File: config.mk
export PLATFORM = sky130hd
export DESIGN_NAME = mem_access
export DESIGN_NICKNAME = d
export VERILOG_FILES = /design/src/rtl/mem_access.sv
export SDC_FILE = /design/constraint.sdc
export NUM_CORES = 1
export LEC_CHECK = 0
export CAP_MARGIN = 25
export CORE_AREA = 2 2 269 271
export DETAILED_ROUTE_END_ITERATION = 10
export DIE_AREA = 0 0 271 273
export PLACE_DENSITY_LB_ADDON = 0.25
export REMOVE_ABC_BUFFERS = 1
export SYNTH_ARGS = -nofsm -noshare
export SYNTH_HDL_FRONTEND = slang
export SYNTH_SLANG_ARGS = --single-unit
File: constraint.sdc
create_clock -name clk -period 2.51 [get_ports clk]
set_input_delay 0.753 -clock clk [delete_from_list [all_inputs] [get_ports clk]]
set_output_delay 0.753 -clock clk [all_outputs]
set_load 0.01 [all_outputs]
File: src/rtl/mem_access.sv
// mem_access: memory-access pipeline stage.
//   Takes the EX/MA register outputs, runs a single load/store bus
//   transaction, aligns and extends load data, flags misaligned accesses
//   and bus faults, and registers the MA/WB stage. While a transaction is
//   in flight, stall_out holds EX/MA and the earlier stages.
//
// Ports
//   clk, rst               clock; synchronous active-high reset
//   clear                  squash the instruction currently in MA
//   valid_in .. uns_in     EX/MA payload (pc, rd, result/address, store data,
//                          upstream cause/tval, load/store op, size, unsigned)
//   stall_out              combinational stall to the front of the pipe
//   bus_req .. bus_wstrb   registered bus request, held until bus_ack
//   bus_ack/err/rdata      bus response
//   valid_out .. tval_out  MA/WB register
//
// Configuration
//   MA_BUS_TIMEOUT_EN      when defined, a watchdog aborts a request after
//                          TIMEOUT busy cycles without bus_ack and raises an
//                          access fault. Undefined: BUSY waits indefinitely.

module mem_access #(
    parameter int unsigned TIMEOUT = 256
) (
    input  logic        clk,
    input  logic        rst,
    input  logic        clear,
    input  logic        valid_in,
    input  logic [63:0] pc_in,
    input  logic [4:0]  rd_in,
    input  logic [63:0] result_in,
    input  logic [63:0] data2_in,
    input  logic [4:0]  cause_in,
    input  logic [63:0] tval_in,
    input  logic        ld_in,
    input  logic        st_in,
    input  logic [1:0]  size_in,
    input  logic        uns_in,
    output logic        stall_out,
    output logic        bus_req,
    output logic        bus_we,
    output logic [63:0] bus_addr,
    output logic [63:0] bus_wdata,
    output logic [7:0]  bus_wstrb,
    input  logic        bus_ack,
    input  logic        bus_err,
    input  logic [63:0] bus_rdata,
    output logic        valid_out,
    output logic [63:0] pc_out,
    output logic [4:0]  rd_out,
    output logic [63:0] result_out,
    output logic [4:0]  cause_out,
    output logic [63:0] tval_out
);

    localparam int unsigned XLEN    = 64;
    localparam int unsigned REG_W   = 5;
    localparam int unsigned CAUSE_W = 5;
    localparam int unsigned STRB_W  = 8;

    localparam logic [CAUSE_W-1:0] CAUSE_LD_MISALIGN = CAUSE_W'(4);
    localparam logic [CAUSE_W-1:0] CAUSE_LD_FAULT    = CAUSE_W'(5);
    localparam logic [CAUSE_W-1:0] CAUSE_ST_MISALIGN = CAUSE_W'(6);
    localparam logic [CAUSE_W-1:0] CAUSE_ST_FAULT    = CAUSE_W'(7);

    typedef enum logic {
        S_IDLE = 1'b0,
        S_BUSY = 1'b1
    } state_t;

    state_t state_q, state_d;

    // Instruction latched on BUSY entry
    logic [XLEN-1:0]  lat_pc_q,   lat_pc_d;
    logic [REG_W-1:0] lat_rd_q,   lat_rd_d;
    logic [XLEN-1:0]  lat_addr_q, lat_addr_d;
    logic             lat_ld_q,   lat_ld_d;
    logic [1:0]       lat_size_q, lat_size_d;
    logic             lat_uns_q,  lat_uns_d;
    logic             kill_q,     kill_d;

    // Next values of registered outputs
    logic              req_d, we_d;
    logic [XLEN-1:0]   addr_d, wdata_d;
    logic [STRB_W-1:0] wstrb_d;
    logic              vout_d;
    logic [XLEN-1:0]   pc_d, res_d, tval_d;
    logic [REG_W-1:0]  rd_d;
    logic [CAUSE_W-1:0] cause_d;

    logic              is_mem;
    logic              aligned;
    logic              accept;
    logic [STRB_W-1:0] size_mask;
    logic [XLEN-1:0]   rdata_sh;
    logic [XLEN-1:0]   load_ext;
    logic              timeout_hit;

    assign is_mem = ld_in | st_in;

    // Natural alignment check and byte-enable pattern for the incoming size
    always_comb begin
        aligned   = 1'b1;
        size_mask = STRB_W'(8'h01);
        case (size_in)
            2'd0: begin aligned = 1'b1;                      size_mask = STRB_W'(8'h01); end
            2'd1: begin aligned = ~result_in[0];             size_mask = STRB_W'(8'h03); end
            2'd2: begin aligned = (result_in[1:0] == 2'b00);  size_mask = STRB_W'(8'h0F); end
            default: begin aligned = (result_in[2:0] == 3'b000); size_mask = STRB_W'(8'hFF); end
        endcase
    end

    assign accept = valid_in && is_mem && (cause_in == '0) && aligned && !clear;

    // Bring the addressed lane down to bit 0, then extend from the access width
    assign rdata_sh = bus_rdata >> {lat_addr_q[2:0], 3'b000};

    always_comb begin
        load_ext = rdata_sh;
        case (lat_size_q)
            2'd0: load_ext = lat_uns_q ? {56'd0, rdata_sh[7:0]}
                                       : {{56{rdata_sh[7]}}, rdata_sh[7:0]};
            2'd1: load_ext = lat_uns_q ? {48'd0, rdata_sh[15:0]}
                                       : {{48{rdata_sh[15]}}, rdata_sh[15:0]};
            2'd2: load_ext = lat_uns_q ? {32'd0, rdata_sh[31:0]}
                                       : {{32{rdata_sh[31]}}, rdata_sh[31:0]};
            default: load_ext = rdata_sh;
        endcase
    end

`ifdef MA_BUS_TIMEOUT_EN
    localparam int unsigned CNT_W = (TIMEOUT > 1) ? $clog2(TIMEOUT) : 1;

    logic [CNT_W-1:0] tmo_cnt_q;

    // Busy-cycle watchdog; restarts from zero on every BUSY entry
    always_ff @(posedge clk) begin
        if (rst) begin
            tmo_cnt_q <= '0;
        end else if (state_q == S_IDLE) begin
            tmo_cnt_q <= '0;
        end else if (!bus_ack) begin
            tmo_cnt_q <= tmo_cnt_q + CNT_W'(1);
        end
    end

    // An ack arriving in the expiry cycle takes precedence
    assign timeout_hit = (state_q == S_BUSY) && !bus_ack &&
                         (tmo_cnt_q == CNT_W'(TIMEOUT - 1));
`else
    logic unused_timeout;
    assign unused_timeout = ^TIMEOUT;
    assign timeout_hit    = 1'b0;
`endif

    // State register
    always_ff @(posedge clk) begin
        if (rst) begin
            state_q <= S_IDLE;
        end else begin
            state_q <= state_d;
        end
    end

    // Next-state logic
    always_comb begin
        state_d = state_q;
        case (state_q)
            S_IDLE: if (accept) state_d = S_BUSY;
            S_BUSY: if (bus_ack || timeout_hit) state_d = S_IDLE;
            default: state_d = S_IDLE;
        endcase
    end

    // Output logic: stall plus next values for bus, latch and MA/WB registers
    always_comb begin
        stall_out  = 1'b0;
        req_d      = bus_req;
        we_d       = bus_we;
        addr_d     = bus_addr;
        wdata_d    = bus_wdata;
        wstrb_d    = bus_wstrb;
        lat_pc_d   = lat_pc_q;
        lat_rd_d   = lat_rd_q;
        lat_addr_d = lat_addr_q;
        lat_ld_d   = lat_ld_q;
        lat_size_d = lat_size_q;
        lat_uns_d  = lat_uns_q;
        kill_d     = kill_q;
        vout_d     = 1'b0;
        pc_d       = pc_out;
        rd_d       = rd_out;
        res_d      = result_out;
        cause_d    = cause_out;
        tval_d     = tval_out;

        case (state_q)
            S_IDLE: begin
                pc_d    = pc_in;
                rd_d    = rd_in;
                res_d   = result_in;
                cause_d = cause_in;
                tval_d  = tval_in;
                if (accept) begin
                    // Launch the request; MA/WB takes a bubble meanwhile
                    stall_out  = 1'b1;
                    req_d      = 1'b1;
                    we_d       = st_in;
                    addr_d     = {result_in[63:3], 3'b000};
                    wdata_d    = st_in ? (data2_in << {result_in[2:0], 3'b000}) : '0;
                    wstrb_d    = st_in ? (size_mask << result_in[2:0]) : '0;
                    lat_pc_d   = pc_in;
                    lat_rd_d   = rd_in;
                    lat_addr_d = result_in;
                    lat_ld_d   = ld_in;
                    lat_size_d = size_in;
                    lat_uns_d  = uns_in;
                    kill_d     = 1'b0;
                end else begin
                    // Single-cycle pass-through; upstream traps take priority
                    vout_d = valid_in && !clear;
                    if ((cause_in == '0) && is_mem && !aligned) begin
                        cause_d = ld_in ? CAUSE_LD_MISALIGN : CAUSE_ST_MISALIGN;
                        tval_d  = result_in;
                        res_d   = '0;
                    end
                end
            end

            S_BUSY: begin
                stall_out = 1'b1;
                // A squash cannot retract the access, only its writeback
                if (clear) kill_d = 1'b1;
                if (bus_ack || timeout_hit) begin
                    req_d   = 1'b0;
                    we_d    = 1'b0;
                    addr_d  = '0;
                    wdata_d = '0;
                    wstrb_d = '0;
                    vout_d  = !(kill_q || clear);
                    pc_d    = lat_pc_q;
                    rd_d    = lat_rd_q;
                    res_d   = lat_ld_q ? load_ext : '0;
                    cause_d = '0;
                    tval_d  = '0;
                    if ((bus_ack && bus_err) || !bus_ack) begin
                        cause_d = lat_ld_q ? CAUSE_LD_FAULT : CAUSE_ST_FAULT;
                        tval_d  = lat_addr_q;
                        res_d   = '0;
                    end
                end
            end

            default: begin
                stall_out = 1'b0;
            end
        endcase
    end

    // Bus, latch and MA/WB registers
    always_ff @(posedge clk) begin
        if (rst) begin
            bus_req    <= 1'b0;
            bus_we     <= 1'b0;
            bus_addr   <= '0;
            bus_wdata  <= '0;
            bus_wstrb  <= '0;
            lat_pc_q   <= '0;
            lat_rd_q   <= '0;
            lat_addr_q <= '0;
            lat_ld_q   <= 1'b0;
            lat_size_q <= '0;
            lat_uns_q  <= 1'b0;
            kill_q     <= 1'b0;
            valid_out  <= 1'b0;
            pc_out     <= '0;
            rd_out     <= '0;
            result_out <= '0;
            cause_out  <= '0;
            tval_out   <= '0;
        end else begin
            bus_req    <= req_d;
            bus_we     <= we_d;
            bus_addr   <= addr_d;
            bus_wdata  <= wdata_d;
            bus_wstrb  <= wstrb_d;
            lat_pc_q   <= lat_pc_d;
            lat_rd_q   <= lat_rd_d;
            lat_addr_q <= lat_addr_d;
            lat_ld_q   <= lat_ld_d;
            lat_size_q <= lat_size_d;
            lat_uns_q  <= lat_uns_d;
            kill_q     <= kill_d;
            valid_out  <= vout_d;
            pc_out     <= pc_d;
            rd_out     <= rd_d;
            result_out <= res_d;
            cause_out  <= cause_d;
            tval_out   <= tval_d;
        end
    end

endmodule
==> reports/qor.yml <==
routing:
  remaining_drc_errors: 0
  firstDrtPassIters: 8
  drt_iter0_drc: 2072
  avgRoutedWirePerCell_um: 23.5
  ant_nets: 0
  vias: 22400
  routed_wl_um: 97000
  viasPerCell: 5.44
critical_path:
  reg2regPathDepth: 6
  critPathTopFamily: "simple AND/OR/NAND/NOR gates"
  slowest_delay_ns: 0.26
  critPathMaxFanout: 2
  cp.depth: 6
  worstSetupPathType: "primary input to primary output"
  cp.required_ns: 1.76
  path_cells: "clkdlybuf4s15_1, nor4_4, and3_4, a21oi_4, inv_2, buf_2"
  cp-end-kind: "primary output"
  cp_slowest_cell: "nor4_4"
  crit_buf_inv: 3
  cp-start-kind: "primary input"
  arrival_ns: 1.70
clock_network:
  cts.path.max_buffers: 3
  cts_hold_buf: 0
  htree_levels: 2
  cts_tree: "built"
  cts.clk_slew.worst_paths_ns: 0.06
  cts.sinks: 477
  worst_skew_pair.late_latency_ns: 0.62
  cts_buffers: 55
  cts_root_buf: "clkbuf_16"
layout:
  fin_nets: 3459
  multi_input_area_um2: 11400
  drive_above_1_share: 0.135
  layout_commonest_cell: "clkdlybuf4s50_1"
  layout_common_cells: "clkdlybuf4s50_1, dfxtp_1, nand2_1, a21oi_1, mux2i_1"
  fill_cells: 6642
  regArea_um2: 9560
  synthToLayoutAreaGrowth_pct: 50.2
floorplanning:
  dieWidth_um: 271
  die_area_um2: 74000
  core-area_um2: 71000
  die_height_um: 273
  io_pins: 683
  num_rows: 98
  start_util: 0.309
yosys:
  synthSimpleGateAreaFrac: 0.119
  synth-seq-cells: 477
  synth_top_family_by_area: "compound AO/OA/AOI/OAI gates"
  yosysSeqAreaShare: 0.436
  synth-edff-count: 0
  synthXorXnorAreaFrac: 0
  syn_avg_cell_area_um2: 9.08
  mappedNetlistArea_um2: 21900
  synthMuxAreaShare: 0.159
  ys_async_sr_fraction: 0
  synthCells: 2415
  synth_cell_type_count: 62
  synth_flop_cell: "dfxtp_1"
  synth_compound_area_frac: 0.236
  synth_fa_ha_area_frac: 0
  yosysWarnings: 0
pwr:
  power.total_w: 0.0191
  power_leakage_nw: 12.1
  powerDensity_nw_per_um2: 581
  ir_drop_v: 0.000586
sta:
  maxSlewViolCount: 0
  skew_ns: 0.0260
  relSlewSlack: 0.366
  finalHoldViolCount: 0
  min_period_ns: 2.46
  rsz0062_at_grt: "no"
  setup_violations: 0
  fin_crit_sh: 0.979
  max_freq_ghz: 0.407
  worst_pin_slew_ns: 0.949
  fin_ws_ns: 0.0525
place:
  dp_slack_ns: -0.865
  port_buffers: 679
  dp_hpwl_um: 71400
  place_congestion: 0.905
global_routing:
  antenna_found_initial: 26
  grt_pass1_vias: 21800
  grt_max_degree: 84
  grt_pass1_wl_um: 142000
  grt.overflow.total: 0
  track_usage: 0.248
hold_path:
  hp-class: "primary input to flop"
  holdPathStages: 2
outcome:
  outcome: "finished clean"
job:
  max_cap_violations: 0
power by group:
group	switching [W]	total, W	internal [W]
Sequential	0.000112	0.00787	0.00776
Combinational	0.00115	0.00246	0.00131
Clock	0.00343	0.00879	0.00536
Total	0.00469	0.0191	0.0144
flip-flops by register name, summed over array words and instances (netlist names), 2 cells and up:
register    cells
lat_size_q      2
pc_out         64
cause_out       5
bus_wdata      64
tval_out       64
lat_pc_q       64
bus_wstrb       8
lat_addr_q     64
result_out     64
rd_out          5
lat_rd_q        5
bus_addr       61
Yosys cell counts (2+ instances only):
| cell type | instances | area share |
|---|---|---|
| a222oi_1 | 36 | 0.016 |
| or3_1 | 19 | 0.0054 |
| o2bb2ai_1 | 17 | 0.0068 |
| o221ai_1 | 4 | 0.0016 |
| nor2_1 | 133 | 0.023 |
| dfxtp_1 | 477 | 0.44 |
| a221oi_1 | 51 | 0.020 |
| nand4_1 | 5 | 0.0014 |
| inv_1 | 9 | 0.0015 |
| and2_0 | 2 | 0.00057 |
| o21ai_1 | 3 | 0.00068 |
| a31oi_1 | 4 | 0.0011 |
| mux4_2 | 37 | 0.038 |
| mux2i_1 | 222 | 0.10 |
| a211oi_1 | 74 | 0.025 |
| clkbuf_1 | 129 | 0.022 |
| a41oi_1 | 7 | 0.0028 |
| buf_1 | 14 | 0.0024 |
| buf_4 | 16 | 0.0055 |
| nand3_1 | 27 | 0.0062 |
| o22ai_1 | 75 | 0.021 |
| nor2b_1 | 10 | 0.0029 |
| buf_2 | 82 | 0.019 |
| a2bb2oi_1 | 11 | 0.0044 |
| o21a_1 | 6 | 0.0021 |
| nand2b_1 | 8 | 0.0023 |
| a22o_1 | 60 | 0.024 |
| nand2_1 | 392 | 0.067 |
| nor3_1 | 18 | 0.0041 |
| or2_2 | 3 | 0.00086 |
| o22a_1 | 8 | 0.0032 |
| mux2_2 | 38 | 0.020 |
| a311oi_1 | 2 | 0.00080 |
| and2_1 | 2 | 0.00057 |
| inv_2 | 2 | 0.00034 |
| and3_1 | 2 | 0.00057 |
| a22oi_1 | 89 | 0.030 |
| o21ai_0 | 64 | 0.015 |
| a21oi_1 | 234 | 0.053 |
cells by family after synthesis:
group,Yosys count
AO/OA/AOI/OAI,757
AND/OR/NAND/NOR,630
flip-flops,477
multiplexers,297
buffers and inverters,253
other,1
cell type report:
type	instances	area share
clock buffers	76	0.0485
well taps	950	0.0361
repair buffers	886	0.264
diodes	17	0.00129
clock inverters	26	0.0116
multi-input cells	1687	0.347
flip-flops and latches	477	0.290
inverters	11	0.00125
path summary, 6_finish.rpt:
kind | from | end | slack, ns
setup / recovery | cause_in[2] | stall_out | 0.05
hold / removal | rst | lat_addr_q[1] | 0.39
setup reg to reg | lat_addr_q[1] | result_out[45] | 0.26
hold reg to reg | lat_pc_q[37] | lat_pc_q[37] | 0.45
timing repair:
action,4_1_cts,5_1_grt
pin swaps,4,3
resized for setup,32,7
setup buffers,2,2
setup endpoints to repair,100,6
metal layers:
| layer | part of all wire | GRT usage |
|---|---|---|
| met5 | 0.00099 | 0 |
| met4 | 0.034 | 0.0925 |
| met3 | 0.068 | 0.0494 |
| met2 | 0.48 | 0.410 |
| met1 | 0.42 | 0.319 |
stage by stage:
step / TNS [ns] / std cells / utilization / hold slack [ns] / instance area, µm²
3_5_place_dp: -208.58 / 4007 / 0.435 / 0.446 / 30900
2_1_floorplan: -2096.37 / 2175 / - / 0.430 / 20800
3_3_place_gp: -197.75 / 4006 / 0.434 / 0.440 / 30800
6_report: 0 / 4130 / 0.464 / 0.394 / 32900
4_1_cts: -0.00455 / 4111 / 0.463 / 0.358 / 32900
5_1_grt: 0 / 4129 / 0.464 / 0.393 / 32900
Note: power is estimated with default switching activity, not from simulation.
